<file path="src/rtl/ez8_pkg.sv">
// Shared types for the ez8 shift/rotate execute path.
package ez8_pkg;

   localparam int EZ8_WIDTH = 8;

   typedef enum logic [2:0] {
      OP_SHL = 3'd0,
      OP_SHR = 3'd1,
      OP_SAR = 3'd2,
      OP_ROL = 3'd3,
      OP_ROR = 3'd4,
      OP_RLC = 3'd5,
      OP_RRC = 3'd6,
      OP_LDC = 3'd7
   } shift_op_t;

endpackage

</file>
<file path="src/rtl/shifter.sv">
// Combinational logical/arithmetic barrel shifter for the ez8 datapath.
module shifter
   import ez8_pkg::*;
(
   input  logic [EZ8_WIDTH-1:0] data_i,
   input  logic [2:0]           amount_i,
   input  logic                 lr_i,
   input  logic                 arith_i,
   output logic [EZ8_WIDTH-1:0] result_o
);

   always_comb begin
      result_o = data_i << amount_i;
      if (lr_i) begin
         if (arith_i) result_o = $signed(data_i) >>> amount_i;
         else         result_o = data_i >> amount_i;
      end
   end

endmodule

</file>
<file path="src/rtl/shift_exec.sv">
// Registered shift/rotate execute stage; owns the architectural carry flag
// and a one-entry result slot with valid/ready toward writeback.
module shift_exec
   import ez8_pkg::*;
(
   input  logic                 clk,
   input  logic                 reset,
   input  logic                 flush,
   input  logic                 in_valid,
   output logic                 in_ready,
   input  logic [2:0]           in_op,
   input  logic [EZ8_WIDTH-1:0] in_data,
   input  logic [2:0]           in_amount,
   output logic                 out_valid,
   input  logic                 out_ready,
   output logic [EZ8_WIDTH-1:0] out_data,
   output logic                 out_z,
   output logic                 out_n,
   output logic                 out_c,
   output logic                 carry
);

   logic [EZ8_WIDTH-1:0] data_q, data_d, sh_res;
   logic                 valid_q, z_q, n_q, c_q, carry_q, carry_d;
   logic                 sh_lr, sh_arith, accept;
   logic [2:0]           n_inv;
   shift_op_t            op;

   assign op       = shift_op_t'(in_op);
   assign sh_lr    = (op != OP_SHL);
   assign sh_arith = (op == OP_SAR);
   assign n_inv    = 3'd0 - in_amount;

   shifter u_shifter (
      .data_i   (in_data),
      .amount_i (in_amount),
      .lr_i     (sh_lr),
      .arith_i  (sh_arith),
      .result_o (sh_res)
   );

   // flush wins over a same-cycle request, so it also gates acceptance
   assign in_ready = (!valid_q || out_ready) && !flush;
   assign accept   = in_valid && in_ready;

   always_comb begin
      data_d  = in_data;
      carry_d = carry_q;
      unique case (op)
         OP_SHL: begin
            data_d = sh_res;
            if (in_amount != 3'd0) carry_d = in_data[n_inv];
         end
         OP_SHR, OP_SAR: begin
            data_d = sh_res;
            if (in_amount != 3'd0) carry_d = in_data[in_amount - 3'd1];
         end
         OP_ROL: begin
            data_d = (in_data << in_amount) | (in_data >> n_inv);
            if (in_amount != 3'd0) carry_d = data_d[0];
         end
         OP_ROR: begin
            data_d = (in_data >> in_amount) | (in_data << n_inv);
            if (in_amount != 3'd0) carry_d = data_d[7];
         end
         OP_RLC: begin
            data_d  = {in_data[6:0], carry_q};
            carry_d = in_data[7];
         end
         OP_RRC: begin
            data_d  = {carry_q, in_data[7:1]};
            carry_d = in_data[0];
         end
         OP_LDC: begin
            data_d  = in_data;
            carry_d = in_amount[0];
         end
         default: begin
            data_d  = in_data;
            carry_d = carry_q;
         end
      endcase
   end

   always_ff @(posedge clk or posedge reset) begin
      if (reset) begin
         valid_q <= 1'b0;
         data_q  <= '0;
         z_q     <= 1'b0;
         n_q     <= 1'b0;
         c_q     <= 1'b0;
         carry_q <= 1'b0;
      end else if (flush) begin
         valid_q <= 1'b0;
      end else if (accept) begin
         valid_q <= 1'b1;
         data_q  <= data_d;
         z_q     <= (data_d == '0);
         n_q     <= data_d[EZ8_WIDTH-1];
         c_q     <= carry_d;
         carry_q <= carry_d;
      end else if (out_ready) begin
         valid_q <= 1'b0;
      end
   end

   assign out_valid = valid_q;
   assign out_data  = data_q;
   assign out_z     = z_q;
   assign out_n     = n_q;
   assign out_c     = c_q;
   assign carry     = carry_q;

endmodule

</file>
<file path="config.mk">
export PLATFORM = sky130hd
export DESIGN_NAME = shift_exec
export DESIGN_NICKNAME = d
export VERILOG_FILES = /design/src/rtl/ez8_pkg.sv /design/src/rtl/shifter.sv /design/src/rtl/shift_exec.sv
export SDC_FILE = /design/constraint.sdc
export NUM_CORES = 1
export LEC_CHECK = 0
export CORE_ASPECT_RATIO = 2
export CORE_MARGIN = 2
export CORE_UTILIZATION = 25
export CTS_CLUSTER_DIAMETER = 30
export DETAILED_ROUTE_END_ITERATION = 7
export DONT_BUFFER_PORTS = 1
export GPL_ROUTABILITY_DRIVEN = 0
export SLEW_MARGIN = 5
export SYNTH_ARGS = -nofsm -noshare
export SYNTH_HDL_FRONTEND = slang
export SYNTH_SLANG_ARGS = --single-unit
</file>
<file path="constraint.sdc">
create_clock -name clk -period 3.4 [get_ports clk]
set_input_delay 0.68 -clock clk [delete_from_list [all_inputs] [get_ports clk]]
set_output_delay 0.68 -clock clk [all_outputs]
set_load 0.01 [all_outputs]
</file>
# Word-level counts from Yosys, hierarchy flattened
# Cells that the tools add are included.
# Widths: inputs -> output; s select.
# classes
n_addsub	2
n_lt_le_gt_ge	2
n_eq_ne	11
shifts	5
n_mux	15
n_bitwise	3
reduce_logical	14
# ops
op	count
$pmux 8 s6	1
$mux 8	2
$or 8x8->8	2
$shl 8x3->8	2
$shr 8x3->8	2
$eq 3x3->1 const B	4
$mux 1	9
$reduce_bool 3->1	3
$logic_not 8->1	1
$lt 3x4->1 const B	2
$ne 2x2->1 const B	4
$sshr 8x3->8	1
$pmux 1 s7	1
$bmux 1 s3	2
$eq 3x2->1 const B	2
$reduce_and 6->1	1
$eq 3x1->1 const B	1
$logic_not 3->1	1
$reduce_or 3->1	1
$sub 1x3->3 const A	1
$sub 3x1->3 const B	1
$logic_and 1x1->1	2
$logic_not 1->1	2
$reduce_and 2->1	1
other kinds (3)	3
# word_totals
regBits	12
input_bits	19

# Longest topological paths before layout
# Gate-level depths: netlist of the first run.
# logic_depth
depth_word	6
ltp_mapped	13

# Hierarchy
# From an unflattened synthesis of the first run, not the netlist that was laid out.
# hier_totals
hier_cells	309
area_unflattened_um2	2356.0
# by_module_without_submodules
module	n_inst	cells_each	area_per_inst_um2	seq_area_each_um2
shift_exec	1	244	1783.0	275.3
shifter	1	65	573.0	0.0

# Least setup slack after synthesis of the first run
# Ideal clock, no wire load.
# synth_path
path_kind	input -> register
startpoint	input in_amount[0]
endpoint	register z_q (netlist: out_z)
setup_time_ns	0.104
arrival_ns	3.030
required_ns	3.296
setup_slack_ns	0.266
cell_stages	11
n_path_buf	3
path_cell_list	buf_4 -> inv_1 -> ha_1 -> ha_1 -> buf_2 -> clkbuf_1 -> nor2_1 -> a221oi_2 -> nand3_1 -> or4_1 -> o41ai_2
# synth_via
elab_chain_len	5
# synth_rtl
element	line_no	source
start, declared	shift_exec.sv:13	input logic [2:0] in_amount,
$sub 1x3->3, or another cell as far along	shift_exec.sv:32	assign n_inv = 3'd0 - in_amount;
$shl 8x3->8, or another cell as far along	shift_exec.sv:63	data_d = (in_data >> in_amount) | (in_data << n_inv);
$or 8x8->8, or another cell as far along	shift_exec.sv:63	
$pmux 8 s6 (*)	shift_exec.sv:49	unique case (op)
$logic_not 8->1 (*)	shift_exec.sv:98	z_q <= (data_d == '0);
end signal, assigned	shift_exec.sv:98	
end, declared	shift_exec.sv:24	logic valid_q, z_q, n_q, c_q, carry_q, carry_d;
# Every way passes the cells marked *; elsewhere a longest branch is shown, timed or not.
# A chain may end at the register's enable or synchronous reset.

# Final worst setup path of the first run
# layout_path
startpoint	input in_amount[1]
endpoint	register z_q (netlist: out_z)
# Same word-level chain as after synthesis.

==> impl_results.md, run 1 <==
* Post-cts resize count at 0
* Clock Path Buffers at 2
* Status: complete, no violations
* Pre-CTS setup slack at 163.0 ps
* Top_reg_cell synth: dfrtp_1
* Tmin final at between 3000 and 4000 ps
* MaxCap Viol Count at 0
* ANT nets after route at 0
* Row count at 47
* Reg clk slew, reported paths at 50 ps
* Initial DRC Count at 184
* GRT busiest layer: met2
* Final net count at 290
* Synthesis-stage register bit count at 11
* CP max FO at 17
* DIE WIDTH at ~69 um
* Syn Std Cell Area at 0.002117 sq mm
* Met3 Use GR at 0.03456
* Post-synth EDFFs at 0
* Crit path kind: in -> reg
* Tot GR Track Use at 0.1798
* Drt drc at 0
* Avg Inst Size Synth at 7.275 sq um
* Tightest Pin Transition at 679.0 ps
* # port buffers at 0
* First-pass DRT Iterations at 5
* H-tree depth at 1
* Slew HR at 0.5457
* Die area at about 0.0093 sq mm
* Core area at 0.008233 sq mm
* Setup repair bufs after CTS at 0
* Initial antenna violation count at 0
* First-pass GRT wire length at 13.08 mm
* Pin count of the biggest net entering global routing at 37
* Skew final at 4.858 ps
* Setup-failing EPs final at 0
* CTS Sinks at 11
* CP Capture Type: flop
* CTS tree: yes
* Diodes inserted at 0
* Synth Net Count at 312
* PwrDens at 322.7 mW/mm^2
* RSZ-0062 raised after global routing: false
* Vias per cell at 6.393
* Synth Instances at 291
* Hold Crit Class: in -> async
* Routed Wire Length at between 8 and 9 mm
* Detailed Place HPWL at around 6.4 mm
* WL/cell at 23.34 um
* Area growth from synthesis to layout at 3.842%
* Count of warnings emitted by yosys at 0
* I/O pins at 33
* Fraction of layout instances using a drive strength above 1 at 0.1343
* Setup TNS at 0 ps
* M1 GR Usage at 0.1794
* Final Cycle Share at 0.8915
* Cell variety after synth at roughly 60
* Initial core utilization at 0.2571
* Vias at 2340
* Sequential fraction of the synthesis area at 0.1300
* Clock root cell: clkbuf_16
* Final Hold Vio Count at 0
* Final hold slack at 321.7 ps
* Max Freq at 329.9 MHz
* Met2 Use GR at 0.3355
* Layout Utilization at 0.2670
* Worst vdd ir at around 0.00033 V
* Worst skew pair latency at 240 ps
* Die Height at 134.1 um
* CTS Hold Bufs at 0
* WP data arrival at 3160 ps
* Fill count at 911
* Critical path required time at 3530 ps
* Vias in the first global route at 2321
* Share of synthesized flip-flops with an asynchronous set or reset at 1.000
* Setup ws final at between 300 and 400 ps
* Total global routing overflow at 0
* Crit start category: input pin
* Num CTS Buffers at 3
* Slew Limit Fails at 0
* Leak Pwr at 0.8251 nW
## state kept, by name, indices dropped and copies added (netlist names)
name,flops
out_data,8
out_valid,1
carry,1
out_z,1
## synth_stat cells, types with 2 or more instances
master / n / area, sq um
o21ai_0: 27 / 135.1
ha_1: 2 / 25.02
nand3_1: 6 / 30.03
nand2_1: 29 / 108.9
a221oi_1: 2 / 17.52
a22oi_1: 8 / 60.06
mux2_2: 15 / 168.9
inv_1: 11 / 41.29
clkbuf_1: 18 / 67.56
buf_1: 2 / 7.510
buf_6: 2 / 22.52
nor2_1: 15 / 56.30
a21boi_0: 2 / 15.01
o2bb2ai_1: 2 / 17.52
buf_2: 6 / 30.03
a211o_1: 5 / 43.79
buf_4: 3 / 22.52
and3b_1: 2 / 17.52
a221oi_2: 2 / 30.03
o22ai_1: 7 / 43.79
or2_2: 2 / 12.51
mux2i_4: 2 / 45.04
nor2b_1: 7 / 43.79
a21oi_1: 31 / 155.2
nand2b_1: 9 / 56.30
a211oi_1: 3 / 22.52
mux4_2: 2 / 45.04
o211ai_1: 6 / 45.04
nor3_1: 4 / 20.02
dfrtp_1: 11 / 275.3
mux2_4: 3 / 45.04
a21o_1: 5 / 37.54
a31oi_1: 5 / 31.28
mux2i_1: 10 / 100.1
## report_power, final
| part | switching [mW] | total (mW) | internal (mW) |
|---|---|---|---|
| combinational | 0.165 | 0.291 | 0.127 |
| clock | 0.0583 | 0.216 | 0.158 |
| sequential | 0.0439 | 0.202 | 0.158 |
| total | 0.267 | 0.710 | 0.443 |
## cell usage in the layout (no fill, tap or decap), types with 3 or more instances in the layout
cell | netlist | routed
nand3_1 | 6 | 6
o211ai_1 | 6 | 6
mux2i_1 | 10 | 10
buf_4 | 3 | 4
mux2_2 | 15 | 15
a211oi_1 | 3 | 3
o22ai_1 | 7 | 7
o21ai_0 | 27 | 27
a22oi_1 | 8 | 8
clkbuf_16 | 0 | 3
mux2_4 | 3 | 3
nor3_1 | 4 | 4
nor2b_1 | 7 | 7
nand2_1 | 29 | 29
nor2_1 | 15 | 15
a21oi_1 | 31 | 31
a211o_1 | 5 | 5
a21o_1 | 5 | 5
dfrtp_1 | 11 | 11
inv_1 | 11 | 11
a31oi_1 | 5 | 5
nand2b_1 | 9 | 9
## layout make-up
cell class | count | area (sq um) | area share
Inverter | 11 | 41.29 | 0.01878
Timing Repair Buffer | 4 | 30.03 | 0.01366
Sequential cell | 11 | 275.3 | 0.1252
Tap cell | 98 | 122.6 | 0.05578
Clock buffer | 4 | 78.83 | 0.03586
Multi-Input combinational cell | 238 | 1650 | 0.7507
## per-layer routing
metal | vias to the layer above | routed length [um]
met3 | 42 | 640
met1 | 1104 | 2827
met2 | 146 | 4578
met5 | - | 0
li1 | 1048 | -
met4 | 0 | 495
## metrics by stage
stage	total power, mW	cells	area (sq um)
2_1_floorplan	0.4474	291	2117
3_3_place_gp	0.4865	362	2120
3_5_place_dp	0.4866	362	2120
4_1_cts	0.7029	366	2198
5_1_grt	0.7474	366	2198
6_report	0.7095	366	2198
## cell families (layout without fill, tap and decap cells)
kind of cell | after synthesis | count (layout) | share of synthesized area
AOI/OAI and AO/OA | 121 | 121 | 0.3830
and+or+nand+nor | 82 | 82 | 0.1897
buffers and inverters | 42 | 19 | 0.09042
muxes | 32 | 32 | 0.1909
DFF | 11 | 11 | 0.1300
adders and majority gates | 2 | 2 | 0.01182
xor gates and xnor gates | 1 | 1 | 0.004138
## worst paths after layout
path / from / endpoint / slack, ps / cells past startpoint
max: in_amount[1] / out_z / 370 / 9
min: reset / out_data[2] / 320 / 1
max reg2reg: out_valid / out_z / 1040 / 8
min reg2reg: out_z / out_z / 580 / 2
max in group asynchronous: reset / out_data[3] / 2780 / 1
min in group clk: flush / out_valid / 510 / 1
## critical path, cell delays in order
cell and delay [ps]:
inv_1 80, ha_1 200, ha_1 510, mux2i_4 310, o221ai_2 130, a221oi_2 250, nand3_1 150, or4_1 570
o41ai_2 280
No activity file was read; power rests on OpenSTA's default activity.
==> run 2, diff against run 1 <==
Settings changed: CTS_BUF_LIST from default to sky130_fd_sc_hd__clkbuf_8.
==> run 2 against run 1 <==
  * Total power fell by 13%
  * First-iteration DRC count fell by 4.3%
  * Clock power fell by 41%
  * Design area fell by 1.5%
  * Via count fell by 0.94%
  * Largest cell class unchanged
  * Highest routed layer unchanged
==> impl_results.md, run 2 (same netlist as run 1, synthesis figures left out) <==
* Status: complete, no violations
* Tmin final at 3032 ps (+1.293 ps)
* First-pass DRT Iterations at 4 (-1)
* Slew HR at 0.5701 (+0.02438)
* Die Height at 134.1 um (unchanged)
* Commonest non-fill, non-tap cells in the layout: a21oi_1 (31), nand2_1 (29), o21ai_0 (27)
* CP Capture Type: flop
* # port buffers at 0 (unchanged)
* Die area at 0.009265 sq mm (unchanged)
* R2R Setup Slk at 1050 ps (about the same)
* Most common cell after layout, fill and taps aside: a21oi_1
* Crit start category: input pin
* Max reg flops at 8 (unchanged)
* Vias at 2318 (-0.94%)
* CTS tree: yes
* Final net count at 290 (unchanged)
* RSZ-0062 raised after global routing: false
* CTS Hold Bufs at 0 (unchanged)
* Drt drc at 0 (unchanged)
* H-tree depth at 1 (unchanged)
* Slew Limit Fails at 0 (unchanged)
* Max Freq at 329.8 MHz (about the same)
* PwrDens at 285.2 mW/mm^2 (-12%)
* Diodes inserted at 0 (unchanged)
* WP data arrival at 3170 ps (about the same)
* Tot GR Track Use at 0.1770 (-0.002785)
* CTS Sinks at 11 (unchanged)
* Clock Path Buffers at 2 (unchanged)
* Routed Wire Length at 8.268 mm (-3.2%)
* Comb pwr share at 0.468 (+0.057)
* Register area at 275.3 sq um (unchanged)
* Pint at 363.9 uW (-18%)
* Initial DRC Count at 176 (-4.3%)
* Sw frac at 0.4105 (+0.03417)
* Setup repair bufs after CTS at 0 (unchanged)
* WL/cell at 22.59 um (-3.2%)
* Share of total power in sequential cells at 0.327 (+0.042)
* Reg clk slew, reported paths at 50 ps (about the same)
* Skew final at 2.429 ps (-2.429 ps)
* Detailed Place HPWL at 6.359 mm (unchanged)
* Worst skew pair latency at 240 ps (about the same)
* Final Cycle Share at 0.8919 (about the same)
* Post-cts resize count at 0 (unchanged)
* MaxCap Viol Count at 0 (unchanged)
* Vias in the first global route at 2345 (+1.0%)
* Core area at 0.008233 sq mm (unchanged)
* Post-Place Cells at 362 (unchanged)
* Pin count of the biggest net entering global routing at 37 (unchanged)
* Final Hold Vio Count at 0 (unchanged)
* Leak Pwr at 0.8138 nW (-1.4%)
* Fill count at 913 (+0.22%)
* Setup-failing EPs final at 0 (unchanged)
* Row count at 47 (unchanged)
* Initial core utilization at 0.2571 (unchanged)
* Clock root cell: clkbuf_8
* Area growth from synthesis to layout at 2.246%
* ANT nets after route at 0 (unchanged)
* Setup TNS at 0 ps (unchanged)
* Tightest Pin Transition at 642.5 ps (-36.44 ps)
* Fraction of layout instances using a drive strength above 1 at 0.1343 (unchanged)
* Sw power at 253.4 uW (-5.1%)
* Critical path required time at 3530 ps (about the same)
* Clock network power share at 0.206 (-0.098)
* I/O pins at 33 (unchanged)
* Crit path kind: in -> reg
* CP max FO at 17 (unchanged)
* Multi-input logic area at 0.001650 sq mm (unchanged)
* Total global routing overflow at 0 (unchanged)
* Hold Crit Class: in -> async
* Num CTS Buffers at 3 (unchanged)
* Vias per cell at 6.333 (-0.94%)
* Worst vdd ir at 0.0002665 V (-20%)
* DIE WIDTH at 69.07 um (unchanged)
* Initial antenna violation count at 0 (unchanged)
* First-pass GRT wire length at 12.94 mm (-1.0%)
* Non-filler cells, final at 366 (unchanged)
-- run 2: cell types whose count changed in the layout (fill, tap and decap cells not counted), sizes merged --
cell / delta
clkbuf: -1
inv: +1
-- run 2: critical path, stage by stage --
cell	delay, ps
inv_1	80
ha_1	200
ha_1	510
mux2i_4	310
o221ai_2	130
a221oi_2	250
nand3_1	160
or4_1	570
o41ai_2	280
-- run 2: cell type report --
cell class,instances,area share
inverters,11,0.01908
repair buffers,4,0.01387
multi-input cells,238,0.7624
clock buffers,3,0.01908
clock inverters,1,0.001734
flip-flops and latches,11,0.1272
well taps,98,0.05665
-- run 2: final timing paths --
path / start / endpoint / depth (start not counted)
worst max-delay path: in_amount[1] / out_z / 9
worst min-delay path: reset / out_data[2] / 1
worst max register to register: out_valid / out_z / 8
worst min register to register: out_z / out_z / 2
max in group asynchronous: reset / out_data[3] / 1
min in group clk: flush / out_valid / 1
-- run 2: metal layers --
metal,wire length [um],part of all wire,GRT usage
met5,0,0,0
met2,4217,0.51,0.3291
met4,772,0.093,0.1264
met3,622,0.075,0.03156
met1,2655,0.32,0.1711
-- run 2: through the flow --
| step | util | hold slack (ps) | worst slack, ps | instance area (sq um) | power [mW] |
|---|---|---|---|---|---|
| finish | 0.2629 | 318.8 | 367.6 | 2165 | 0.6173 |
| global route | 0.2629 | 354.7 | 251.9 | 2165 | 0.6570 |
| CTS | 0.2629 | 333.8 | 397.2 | 2165 | 0.6177 |
| detailed placement | 0.2574 | 569.1 | 163.0 | 2120 | 0.4866 |
| global placement | 0.2574 | 569.1 | 240.2 | 2120 | 0.4865 |
| floorplan | - | 516.2 | 266.1 | 2117 | 0.4474 |
-- run 2: power groups by stage --
stage	Sequential, mW	Combinational (mW)	Clock, mW
2_1_floorplan	0.187	0.260	0
3_3_place_gp	0.206	0.280	0
3_5_place_dp	0.206	0.281	0
4_1_cts	0.204	0.283	0.130
5_1_grt	0.207	0.315	0.135
6_report	0.202	0.289	0.127
==> run 3, diff against run 2 <==
Settings changed: CORE_UTILIZATION 25 to 48.
==> run 3 against run 2 <==
  * Wire length is 5.5% lower
  * Clock skew fell by 1.0 ps
  * Design area shrank 2.5%
  * Via count shrank 1.2%
  * Non-clock buffer count unchanged
  * Worst setup slack got worse by 0.51 ps
  * Combinational power hardly changed
  * Global-route usage grew 15 points
==> impl_results.md, run 3 (same netlist as run 1, synthesis figures left out) <==
* Worst r2r src: out_valid
* Met2 Use GR at 0.5455 (+0.2164)
* WP data arrival at 3160 ps (about the same)
* Leak Pwr at 0.8142 nW (about the same)
* Post-cts resize count at 0 (unchanged)
* CTS tree: yes
* Tot GR Track Use at 0.3243 (+0.1474)
* H-tree depth at 1 (unchanged)
* CP Capture Type: flop
* Initial core utilization at 0.4927 (+0.2356)
* PwrDens at 286.0 mW/mm^2 (+0.28%)
* Initial antenna violation count at 0 (unchanged)
* Row count at 34 (-28%)
* Vias per cell at 7.115 (+12%)
* Fin area at 0.002110 sq mm (-2.5%)
* ANT nets after route at 0 (unchanged)
* Clock Path Buffers at 2 (unchanged)
* Reg clk slew, reported paths at 50 ps (about the same)
* Diodes inserted at 0 (unchanged)
* Setup TNS at 0 ps (unchanged)
* Crit path kind: in -> reg
* Critical path required time at 3530 ps (about the same)
* Final Hold Vio Count at 0 (unchanged)
* Final Cycle Share at 0.8920 (about the same)
* Total global routing overflow at 0 (unchanged)
* Skew final at 1.433 ps (-0.9956 ps)
* Setup repair bufs after CTS at 0 (unchanged)
* Final net count at 290 (unchanged)
* Most common cell after layout, fill and taps aside: a21oi_1
* Vias at 2291 (-1.2%)
* Commonest non-fill, non-tap cells in the layout: a21oi_1 (31), nand2_1 (29), o21ai_0 (27)
* Slew Limit Fails at 0 (unchanged)
* RSZ-0062 raised after global routing: false
* First-pass GRT wire length at 12.14 mm (-6.2%)
* CTS Sinks at 11 (unchanged)
* Fill count at 448 (-51%)
* First-pass DRT Iterations at 5 (+1)
* Worst skew pair latency at 230 ps (about the same)
* Max Freq at 329.7 MHz (about the same)
* CP max FO at 31 (+14)
* Clock root cell: clkbuf_8
* Drt drc at 0 (unchanged)
* Status: complete, no violations
* Non-filler cells, final at 322 (-12%)
* Max reg flops at 8 (unchanged)
* Area after DPL at 0.002064 sq mm (-2.6%)
* Post-Place Cells at 318 (-12%)
* CTS Hold Bufs at 0 (unchanged)
* MaxCap Viol Count at 0 (unchanged)
* Num CTS Buffers at 3 (unchanged)
* Met3 Use GR at 0.02905 (-0.002503)
* GRT busiest layer: met2
* Core area at 0.004297 sq mm (-48%)
* Power consumption at 603.3 uW (-2.3%)
* Initial DRC Count at 205 (+16%)
* DIE WIDTH at 50.96 um (-26%)
* Worst vdd ir at 0.0002995 V (+12%)
* I/O pins at 33 (unchanged)
* Routed Wire Length at 7.810 mm (-5.5%)
* Area growth from synthesis to layout at -0.3547%
* Setup-failing EPs final at 0 (unchanged)
* Hold Crit Class: in -> async
* Crit start category: input pin
* Tightest Pin Transition at 746.0 ps (+103.4 ps)
* Die area at 0.004990 sq mm (-46%)
* # port buffers at 0 (unchanged)
* Worst Setup SP: in_amount[0]
* Fraction of layout instances using a drive strength above 1 at 0.1343 (unchanged)
* Tmin final at 3033 ps (+0.5080 ps)
* Pin count of the biggest net entering global routing at 37 (unchanged)
* Final hold slack at 321.4 ps (+2.624 ps)
* Detailed Place HPWL at 5.830 mm (-8.3%)
* WL/cell at 24.25 um (+7.4%)
* Vias in the first global route at 2238 (-4.6%)
* M1 GR Usage at 0.3686 (+0.1976)
* Die Height at 97.92 um (-27%)
* Slew HR at 0.5009 (-0.06919)
run 3: cell counts in the layout (fill, tap and decap cells not counted):
Identical to the previous run, type by type.
run 3: worst max-delay path, stage by stage:
cell      delay, ps
inv_1            40
ha_1            190
ha_1            540
mux2i_4         320
o221ai_2        120
a221oi_2        230
nand3_1         160
or4_1           590
o41ai_2         280
run 3: worst paths after layout:
path	slack, ps	end	cells past startpoint
max in group asynchronous	2800	out_valid	1
hold reg to reg	550	out_z	2
min in group clk	510	out_valid	1
hold / removal	320	out_data[0]	1
setup / recovery	370	out_z	9
setup reg to reg	860	out_z	7
run 3: final cells by class:
class	instances	area (sq um)	share of cell area
clock buffer	3	41.29	0.01957
clock inverter	1	3.754	0.001779
inverter	11	41.29	0.01957
multi-input combinational	238	1650	0.7823
sequential	11	275.3	0.1305
tap	54	67.56	0.03203
timing repair buffer	4	30.03	0.01423
run 3: per-stage QoR:
step	util	setup WS, ps
after floorplan	-	266.1
after global placement	0.4805	229.5
after detailed placement	0.4805	144.5
after CTS	0.4910	395.7
after global routing	0.4910	270.8
final	0.4910	367.1
run 3: routing by layer:
layer  up-vias  share of wire
met1      1050           0.34
met4         0          0.080
met3        48          0.074
li1       1041              -
met5         -              0
met2       152           0.51
run 3: where the power goes:
| group | switching, mW | internal [mW] | total (mW) |
|---|---|---|---|
| clock network | 0.0417 | 0.0786 | 0.120 |
| registers | 0.0366 | 0.158 | 0.195 |
| logic | 0.161 | 0.126 | 0.288 |
| total | 0.240 | 0.363 | 0.603 |
